[config.mk]
export PLATFORM = sky130hd
export DESIGN_NAME = serial_cmd_engine_flat
export DESIGN_NICKNAME = d
export VERILOG_FILES = /design/src/rtl/serial_cmd_engine_if.sv /design/src/rtl/serial_cmd_engine.sv /design/src/flat_wrapper.sv
export SDC_FILE = /design/constraint.sdc
export NUM_CORES = 1
export LEC_CHECK = 0
export ABC_AREA = 1
export BUFFER_PORTS_ARGS = -buffer_cell sky130_fd_sc_hd__buf_2
export CORE_MARGIN = 4
export CORE_UTILIZATION = 52
export DETAILED_ROUTE_END_ITERATION = 7
export PLACE_DENSITY = 0.76
export SYNTH_ARGS = -nofsm -noshare
export SYNTH_HDL_FRONTEND = slang
export SYNTH_SLANG_ARGS = --single-unit
[constraint.sdc]
create_clock -name clk -period 2.1 [get_ports clk]
set_input_delay 0.42 -clock clk [delete_from_list [all_inputs] [get_ports clk]]
set_output_delay 0.42 -clock clk [all_outputs]
set_load 0.01 [all_outputs]
[src/rtl/serial_cmd_engine_if.sv]
// rtl/serial_cmd_engine_if.sv - UART byte-level handshake between engine and transceiver
interface serial_cmd_engine_if;
    logic       rxReady;
    logic [7:0] rxData;
    logic       txBusy;
    logic       txStart;
    logic [7:0] txData;

    modport master (input rxReady, input rxData, input txBusy, output txStart, output txData);
    modport slave  (output rxReady, output rxData, output txBusy, input txStart, input txData);
endinterface

[src/rtl/serial_cmd_engine.sv]
// rtl/serial_cmd_engine.sv - UART command decoder driving config registers, PLL update and histogram streaming
module serial_cmd_engine #(
    parameter int         NUM_BINS   = 32,
    parameter int         BIN_BYTES  = 4,
    parameter int         NUM_PLL    = 6,
    parameter logic [7:0] VERSION    = 8'd24,
    parameter int         RX_TIMEOUT = 1000000
) (
    input  logic                          clk,
    input  logic                          reset,
    serial_cmd_engine_if.master           uart,
    output logic [$clog2(NUM_BINS)-1:0]   hist_addr,
    input  logic [8*BIN_BYTES-1:0]        hist_rdata,
    output logic                          resethist,
    output logic                          disable_line_drivers,
    output logic                          enable_debug_outputs,
    output logic                          passthrough,
    output logic                          useInternalTestPulse,
    output logic                          useExternalTestPulse,
    output logic [2:0]                    vetopmtlast,
    output logic                          updatepll,
    output logic                          pll_clk_src,
    output logic [8*NUM_PLL-1:0]          pll_shifts,
    output logic [7:0]                    err_count,
    output logic [7:0]                    ledIndicators
);
    localparam int AW        = $clog2(NUM_BINS);
    localparam int BUF_BYTES = (BIN_BYTES > 2) ? BIN_BYTES : 2;
    localparam int BUF_W     = 8 * BUF_BYTES;
    localparam int LW        = $clog2(BUF_BYTES + 1);
    localparam int CW        = $clog2(NUM_PLL + 1);
    localparam int TW        = $clog2(RX_TIMEOUT + 1);

    localparam logic [7:0] C_VERSION = 8'd0, C_OUTPUTS = 8'd1, C_PLL = 8'd2, C_PASS = 8'd3,
                           C_HIST = 8'd4, C_VETO = 8'd5, C_RSTPLL = 8'd6, C_TEST = 8'd7,
                           C_STATUS = 8'd8;

    typedef enum logic [2:0] {S_IDLE, S_ARGS, S_EXEC, S_HFETCH, S_SEND, S_SENDWAIT, S_PLLUPD, S_ERR} state_t;

    state_t             r_state, w_next;
    logic [7:0]         r_cmd, r_last_bad, r_err_count, r_led;
    logic [7:0]         r_args [NUM_PLL];
    logic [CW-1:0]      r_cnt;
    logic [TW-1:0]      r_idle;
    logic [AW-1:0]      r_bin;
    logic               r_hist, r_phase;
    logic [BUF_W-1:0]   r_buf;
    logic [LW-1:0]      r_left;
    logic               r_dis, r_dbg, r_pass, r_int, r_ext, r_pll_src;
    logic [2:0]         r_veto;
    logic [8*NUM_PLL-1:0] r_pll;
    logic               w_last_arg, w_timeout, w_last_bin;

    function automatic logic [CW-1:0] arg_count(input logic [7:0] code);
        case (code)
            C_OUTPUTS, C_PASS, C_VETO, C_TEST: return CW'(1);
            C_PLL:                             return CW'(NUM_PLL);
            default:                           return '0;
        endcase
    endfunction

    assign w_last_arg = (r_cnt == arg_count(r_cmd) - CW'(1));
    assign w_timeout  = (r_idle == TW'(RX_TIMEOUT - 1));
    assign w_last_bin = (r_bin == AW'(NUM_BINS - 1));

    always_ff @(posedge clk) begin
        if (reset) r_state <= S_IDLE;
        else       r_state <= w_next;
    end

    always_comb begin
        w_next       = r_state;
        uart.txStart = 1'b0;
        resethist    = 1'b0;
        updatepll    = 1'b0;
        case (r_state)
            S_IDLE: if (uart.rxReady) begin
                if (uart.rxData < 8'd9) w_next = (arg_count(uart.rxData) != '0) ? S_ARGS : S_EXEC;
                else                    w_next = S_ERR;
            end
            S_ARGS: begin
                if (uart.rxReady) begin
                    if (w_last_arg) w_next = S_EXEC;
                end else if (w_timeout) begin
                    w_next = S_ERR;
                end
            end
            S_EXEC: case (r_cmd)
                C_PLL, C_RSTPLL:     w_next = S_PLLUPD;
                C_VERSION, C_STATUS: w_next = S_SEND;
                C_HIST:              w_next = S_HFETCH;
                default:             w_next = S_IDLE;
            endcase
            S_HFETCH: if (r_phase) w_next = S_SEND;
            S_SEND: if (!uart.txBusy) begin
                uart.txStart = 1'b1;
                // Clear is safe here: the last bin was already captured into r_buf.
                resethist    = r_hist && w_last_bin && (r_left == LW'(1));
                w_next       = S_SENDWAIT;
            end
            S_SENDWAIT: begin
                if (r_left != '0)               w_next = S_SEND;
                else if (r_hist && !w_last_bin) w_next = S_HFETCH;
                else                            w_next = S_IDLE;
            end
            S_PLLUPD: begin
                updatepll = 1'b1;
                w_next    = S_IDLE;
            end
            S_ERR:   w_next = S_IDLE;
            default: w_next = S_IDLE;
        endcase
    end

    always_ff @(posedge clk) begin
        if (reset) begin
            r_cmd <= '0; r_last_bad <= '0; r_err_count <= '0; r_led <= '0;
            for (int k = 0; k < NUM_PLL; k++) r_args[k] <= '0;
            r_cnt <= '0; r_idle <= '0; r_bin <= '0; r_hist <= 1'b0; r_phase <= 1'b0;
            r_buf <= '0; r_left <= '0;
            r_dis <= 1'b0; r_dbg <= 1'b0; r_pass <= 1'b0; r_int <= 1'b0; r_ext <= 1'b0;
            r_pll_src <= 1'b0; r_veto <= 3'b001; r_pll <= '0;
        end else begin
            case (r_state)
                S_IDLE: if (uart.rxReady) begin
                    if (uart.rxData < 8'd9) begin
                        r_cmd  <= uart.rxData;
                        r_led  <= uart.rxData;
                        r_cnt  <= '0;
                        r_idle <= '0;
                    end else begin
                        r_last_bad <= uart.rxData;
                    end
                end
                S_ARGS: begin
                    if (uart.rxReady) begin
                        r_args[r_cnt] <= uart.rxData;
                        r_cnt         <= r_cnt + CW'(1);
                        r_idle        <= '0;
                        r_led[7]      <= ~r_led[7];
                    end else begin
                        r_idle <= r_idle + TW'(1);
                        // A stalled command is reported as the command byte itself.
                        if (w_timeout) r_last_bad <= r_cmd;
                    end
                end
                S_EXEC: case (r_cmd)
                    C_VERSION: begin r_buf <= BUF_W'(VERSION); r_left <= LW'(1); r_hist <= 1'b0; end
                    C_STATUS:  begin r_buf <= BUF_W'({r_last_bad, r_err_count}); r_left <= LW'(2); r_hist <= 1'b0; end
                    C_OUTPUTS: begin r_dis <= ~r_args[0][0]; r_dbg <= r_args[0][1]; end
                    C_PLL:     for (int k = 0; k < NUM_PLL; k++) r_pll[8*k +: 8] <= r_args[k];
                    C_PASS:    r_pass <= (r_args[0] != 8'd0);
                    C_HIST:    begin r_bin <= '0; r_hist <= 1'b1; r_phase <= 1'b0; end
                    C_VETO:    r_veto <= r_args[0][2:0];
                    C_RSTPLL:  begin r_pll <= '0; r_pll_src <= 1'b0; end
                    C_TEST:    begin r_int <= r_args[0][0]; r_ext <= r_args[0][1]; end
                    default:   ;
                endcase
                S_HFETCH: begin
                    r_phase <= ~r_phase;
                    if (r_phase) begin
                        r_buf  <= BUF_W'(hist_rdata);
                        r_left <= LW'(BIN_BYTES);
                    end
                end
                S_SEND: if (!uart.txBusy) begin
                    r_buf  <= r_buf >> 8;
                    r_left <= r_left - LW'(1);
                end
                S_SENDWAIT: if (r_left == '0 && r_hist && !w_last_bin) r_bin <= r_bin + AW'(1);
                S_ERR: begin
                    if (r_err_count != 8'hFF) r_err_count <= r_err_count + 8'd1;
                    r_led <= 8'hFF;
                end
                default: ;
            endcase
        end
    end

    assign uart.txData          = r_buf[7:0];
    assign hist_addr            = r_bin;
    assign disable_line_drivers = r_dis;
    assign enable_debug_outputs = r_dbg;
    assign passthrough          = r_pass;
    assign useInternalTestPulse = r_int;
    assign useExternalTestPulse = r_ext;
    assign vetopmtlast          = r_veto;
    assign pll_clk_src          = r_pll_src;
    assign pll_shifts           = r_pll;
    assign err_count            = r_err_count;
    assign ledIndicators        = r_led | (((r_state == S_SEND) || (r_state == S_SENDWAIT) ||
                                            (r_state == S_HFETCH)) ? 8'h40 : 8'h00);
endmodule

[src/flat_wrapper.sv]
// flat-port wrapper written by rule: the top's interface ports become plain ports
module serial_cmd_engine_flat 
#(
    parameter int         NUM_BINS   = 32,
    parameter int         BIN_BYTES  = 4,
    parameter int         NUM_PLL    = 6,
    parameter logic [7:0] VERSION    = 8'd24,
    parameter int         RX_TIMEOUT = 1000000
)
  (clk, reset, hist_addr, hist_rdata, resethist, disable_line_drivers, enable_debug_outputs, passthrough, useInternalTestPulse, useExternalTestPulse, vetopmtlast, updatepll, pll_clk_src, pll_shifts, err_count, ledIndicators, uart_rxReady, uart_rxData, uart_txBusy, uart_txStart, uart_txData);
  serial_cmd_engine_if uart_i ();
  input  logic clk;
  input  logic reset;
  output logic [$clog2(NUM_BINS)-1:0] hist_addr;
  input  logic [8*BIN_BYTES-1:0] hist_rdata;
  output logic resethist;
  output logic disable_line_drivers;
  output logic enable_debug_outputs;
  output logic passthrough;
  output logic useInternalTestPulse;
  output logic useExternalTestPulse;
  output logic [2:0] vetopmtlast;
  output logic updatepll;
  output logic pll_clk_src;
  output logic [8*NUM_PLL-1:0] pll_shifts;
  output logic [7:0] err_count;
  output logic [7:0] ledIndicators;
  input wire logic [$bits(uart_i.rxReady)-1:0] uart_rxReady;
  input wire logic [$bits(uart_i.rxData)-1:0] uart_rxData;
  input wire logic [$bits(uart_i.txBusy)-1:0] uart_txBusy;
  output wire logic [$bits(uart_i.txStart)-1:0] uart_txStart;
  output wire logic [$bits(uart_i.txData)-1:0] uart_txData;
  assign uart_i.rxReady = uart_rxReady;
  assign uart_i.rxData = uart_rxData;
  assign uart_i.txBusy = uart_txBusy;
  assign uart_txStart = uart_i.txStart;
  assign uart_txData = uart_i.txData;
  serial_cmd_engine #(.NUM_BINS(NUM_BINS), .BIN_BYTES(BIN_BYTES), .NUM_PLL(NUM_PLL), .VERSION(VERSION), .RX_TIMEOUT(RX_TIMEOUT)) u_core (.clk(clk), .reset(reset), .uart(uart_i), .hist_addr(hist_addr), .hist_rdata(hist_rdata), .resethist(resethist), .disable_line_drivers(disable_line_drivers), .enable_debug_outputs(enable_debug_outputs), .passthrough(passthrough), .useInternalTestPulse(useInternalTestPulse), .useExternalTestPulse(useExternalTestPulse), .vetopmtlast(vetopmtlast), .updatepll(updatepll), .pll_clk_src(pll_clk_src), .pll_shifts(pll_shifts), .err_count(err_count), .ledIndicators(ledIndicators));
endmodule
==> reports/qor.yml <==
yosys.cell_types.count: 40
final_antenna_net_count: 0
cpMaxStageDelayCell: "dfxtp_2"
cts_root_buf: "clkbuf_16"
cp-end-kind: "output port"
cts_tree: "yes"
fmax_ghz: 0.454
violations: "negative setup slack"
max_stage_delay_ns: 0.36
die_area_um2: 19400
grt_use_total: 0.225
crit_chain: "ha_4 -> nand2_2 -> nor2_2 -> ha_2 -> nand3_2 -> nor3_2 -> buf_2"
p_leak_nw: 4.31
initial_core_util: 0.535
fin_ws_ns: -0.104
overflow: 0
skew_ns: 0.00972
grt_max_degree: 63
r2r_start: "u_core.r_state[1]$_SDFFE_PP0P_"
synth_top_cells_by_count: "273 x nand2_1, 156 x dfxtp_1, 143 x a21oi_1"
detail_route.vias_per_cell: 5.34
synth_ff_type: "dfxtp_1"
final_area_um2: 10700
hold_path_end: "u_core.r_buf[28]$_SDFFE_PP0P_"
grt_pass1_wl_um: 37200
htreeDepth: 1
gp_congestion: 0.923
wire_per_inst_um: 15.1
worstSetupStartpointType: "flop"
clock_latency_ns: 0.50
dp_hpwl_um: 15800
ys_async_sr_fraction: 0
crit_type: "flop to output port"
cts_sinks: 204
antenna_found_initial: 0
synthCells: 1148
die_w_um: 139
worstHoldPathType: "primary input to flop"
drive_above_1_share: 0.190
areaGrowthSynthToFinish_pct: 18.8
period_minus_slack_ns: 2.20
period_share: 1.05
clockBufferDepth: 3
rr_worst_depth: 9
avgSynthCellArea_um2: 7.81
yosys.area.top_type: "dfxtp_1"
grt_pass1_vias: 7543
slew_violations: 0
yosysTopAreaCellShare: 0.348
rows: 47
dr.pass1.iters: 5
max_cap_violations: 0
nets: 1329
die_y_um: 139
clkTransAtPathRegs_ns: 0.06
drc: 0
cp.required_ns: 1.68
r2r_slack_ns: 0.19
ioPinCount: 133
ir_drop_mv: 0.895
setup_viol: 1
yosysWarnings: 0
rsz0062_at_grt: "true"
core_um2: 16800
synthTopCellsByArea: "dfxtp_1 35%, edfxtp_1 16%, nand2_1 11%, a21oi_1 8.0%, nor2_1 5.6%"
outcome: "finished with violations"
synth-edff-count: 48
slew_headroom: 0.544
dr.first_iter.drc_count: 615
crit_fanout: 2
r2r-end: "u_core.r_args[3][6]$_SDFFCE_PN0P_"
syn-cell-area_um2: 8970
holdPathStages: 3
syn-num-nets: 1202
portBuffers: 131
cp_data_arrival_time_ns: 1.78
worst_pin_slew_ns: 0.683
yosysSeqAreaShare: 0.509
synth-seq-cells: 204
power_density_nw_per_um2: 1030
vias: 8068
yosys.cell_count.top_type: "nand2_1"
cts_buffers: 22
cts_hold_repair.buffers: 0
placed_cell_area_um2: 9840
final_util: 0.636
finalWirelength_um: 22800
hold_start: "hist_rdata[28]"
hold_violations: 0
layer usage:
| layer | up-vias | global-route usage | wire length, µm | share of wire |
|---|---|---|---|---|
| li1 | 4036 | - | - | - |
| met1 | 3743 | 0.320 | 10300 | 0.45 |
| met2 | 262 | 0.359 | 10500 | 0.46 |
| met3 | 27 | 0.0470 | 1660 | 0.073 |
| met4 | 0 | 0.0463 | 314 | 0.014 |
| met5 | - | 0 | 0 | 0 |
worst max-delay path by stage:
stage | cells after the start | startpoint | endpoint | slack [ns]
2_1_floorplan | 4 | u_core.r_cnt[2]$_SDFFE_PP0P_ | u_core.r_args[4][0]$_SDFFCE_PN0P_ | 0.24
3_3_place_gp | 9 | uart_rxData[7] | u_core.r_led[1]$_SDFFE_PP0P_ | 0.17
3_5_place_dp | 12 | u_core.r_cmd[7]$_SDFFE_PP0P_ | u_core.r_state[1]$_SDFFE_PP0P_ | 0.15
4_1_cts | 7 | u_core.hist_addr[1]$_SDFFE_PP0P_ | resethist | -0.07
5_1_grt | 7 | u_core.hist_addr[1]$_SDFFE_PP0P_ | resethist | -0.18
6_report | 7 | u_core.hist_addr[1]$_SDFFE_PP0P_ | resethist | -0.10
through the flow:
stage          std cells  TNS [ns]  total power [mW]  hold slack, ns  setup slack, ns
6_report            1512    -0.104              10.9           0.190           -0.104
5_1_grt             1511    -0.181              11.4           0.178           -0.181
4_1_cts             1510   -0.0699              10.9           0.176          -0.0699
3_5_place_dp        1467         0              7.03           0.437            0.145
3_3_place_gp        1467         0              7.00           0.435            0.166
2_1_floorplan       1148         0              6.44           0.426            0.238
where the power goes:
group | switching, mW | internal [mW] | total (mW)
Combinational | 1.69 | 0.832 | 2.52
Sequential | 0.188 | 4.34 | 4.53
Clock | 1.58 | 2.30 | 3.87
Total | 3.45 | 7.47 | 10.9
worst max-delay path: cells and delay by family (launching register included):
family                   cells  cell delay (ns)
adder cells (fa/ha/maj)      2             0.34
buffers and inverters        1             0.16
flip-flops                   1             0.36
AND/OR/NAND/NOR              4             0.42
cells in the final DEF (no fill, tap or decap), types with 16 or more instances in the layout:
master       n
buf_4       32
buf_2      131
a22o_1      16
a21oi_1    143
nand4_1     26
edfxtp_1    48
nor2_1     130
clkbuf_16   23
inv_1       85
nand2_1    270
dfxtp_1    153
nand3_1     56
o21ai_0     56
cell families (layout without fill, tap and decap cells):
family          after synthesis  in the layout  share of synthesized area
buf+inv                     163            306                     0.0809
flops                       204            204                      0.509
xor+xnor                      8              8                    0.00781
compound gates              246            246                      0.148
fa+ha+maj                    10             10                     0.0139
other cells                   1              2                   0.000418
simple gates                516            516                      0.240
flip-flops by register name, summed over array words and instances (netlist names), 3 cells and up:
name,count
u_core.err_count,8
u_core.hist_addr,5
u_core.pll_shifts,48
u_core.r_args,48
u_core.r_buf,32
u_core.r_cmd,8
u_core.r_cnt,3
u_core.r_idle,20
u_core.r_last_bad,8
u_core.r_led,8
u_core.r_left,3
u_core.r_state,3
u_core.vetopmtlast,3
layout make-up:
cell class	instances	area [µm²]
Antenna cell	1	2.50
Clock buffer	29	608
Clock inverter	11	119
Fill cell	1437	6110
Inverter	100	375
Multi-Input combinational cell	781	3750
Sequential cell	204	4570
Tap cell	220	275
Timing Repair Buffer	166	956
timing repair:
action,CTS,global route
pin swaps,4,1
endpoints found under the setup margin,2,15
setup buffers,3,1
gates resized for setup,10,7
endpoints found under the hold margin,0,0
Note: power is estimated with default switching activity, not from simulation.
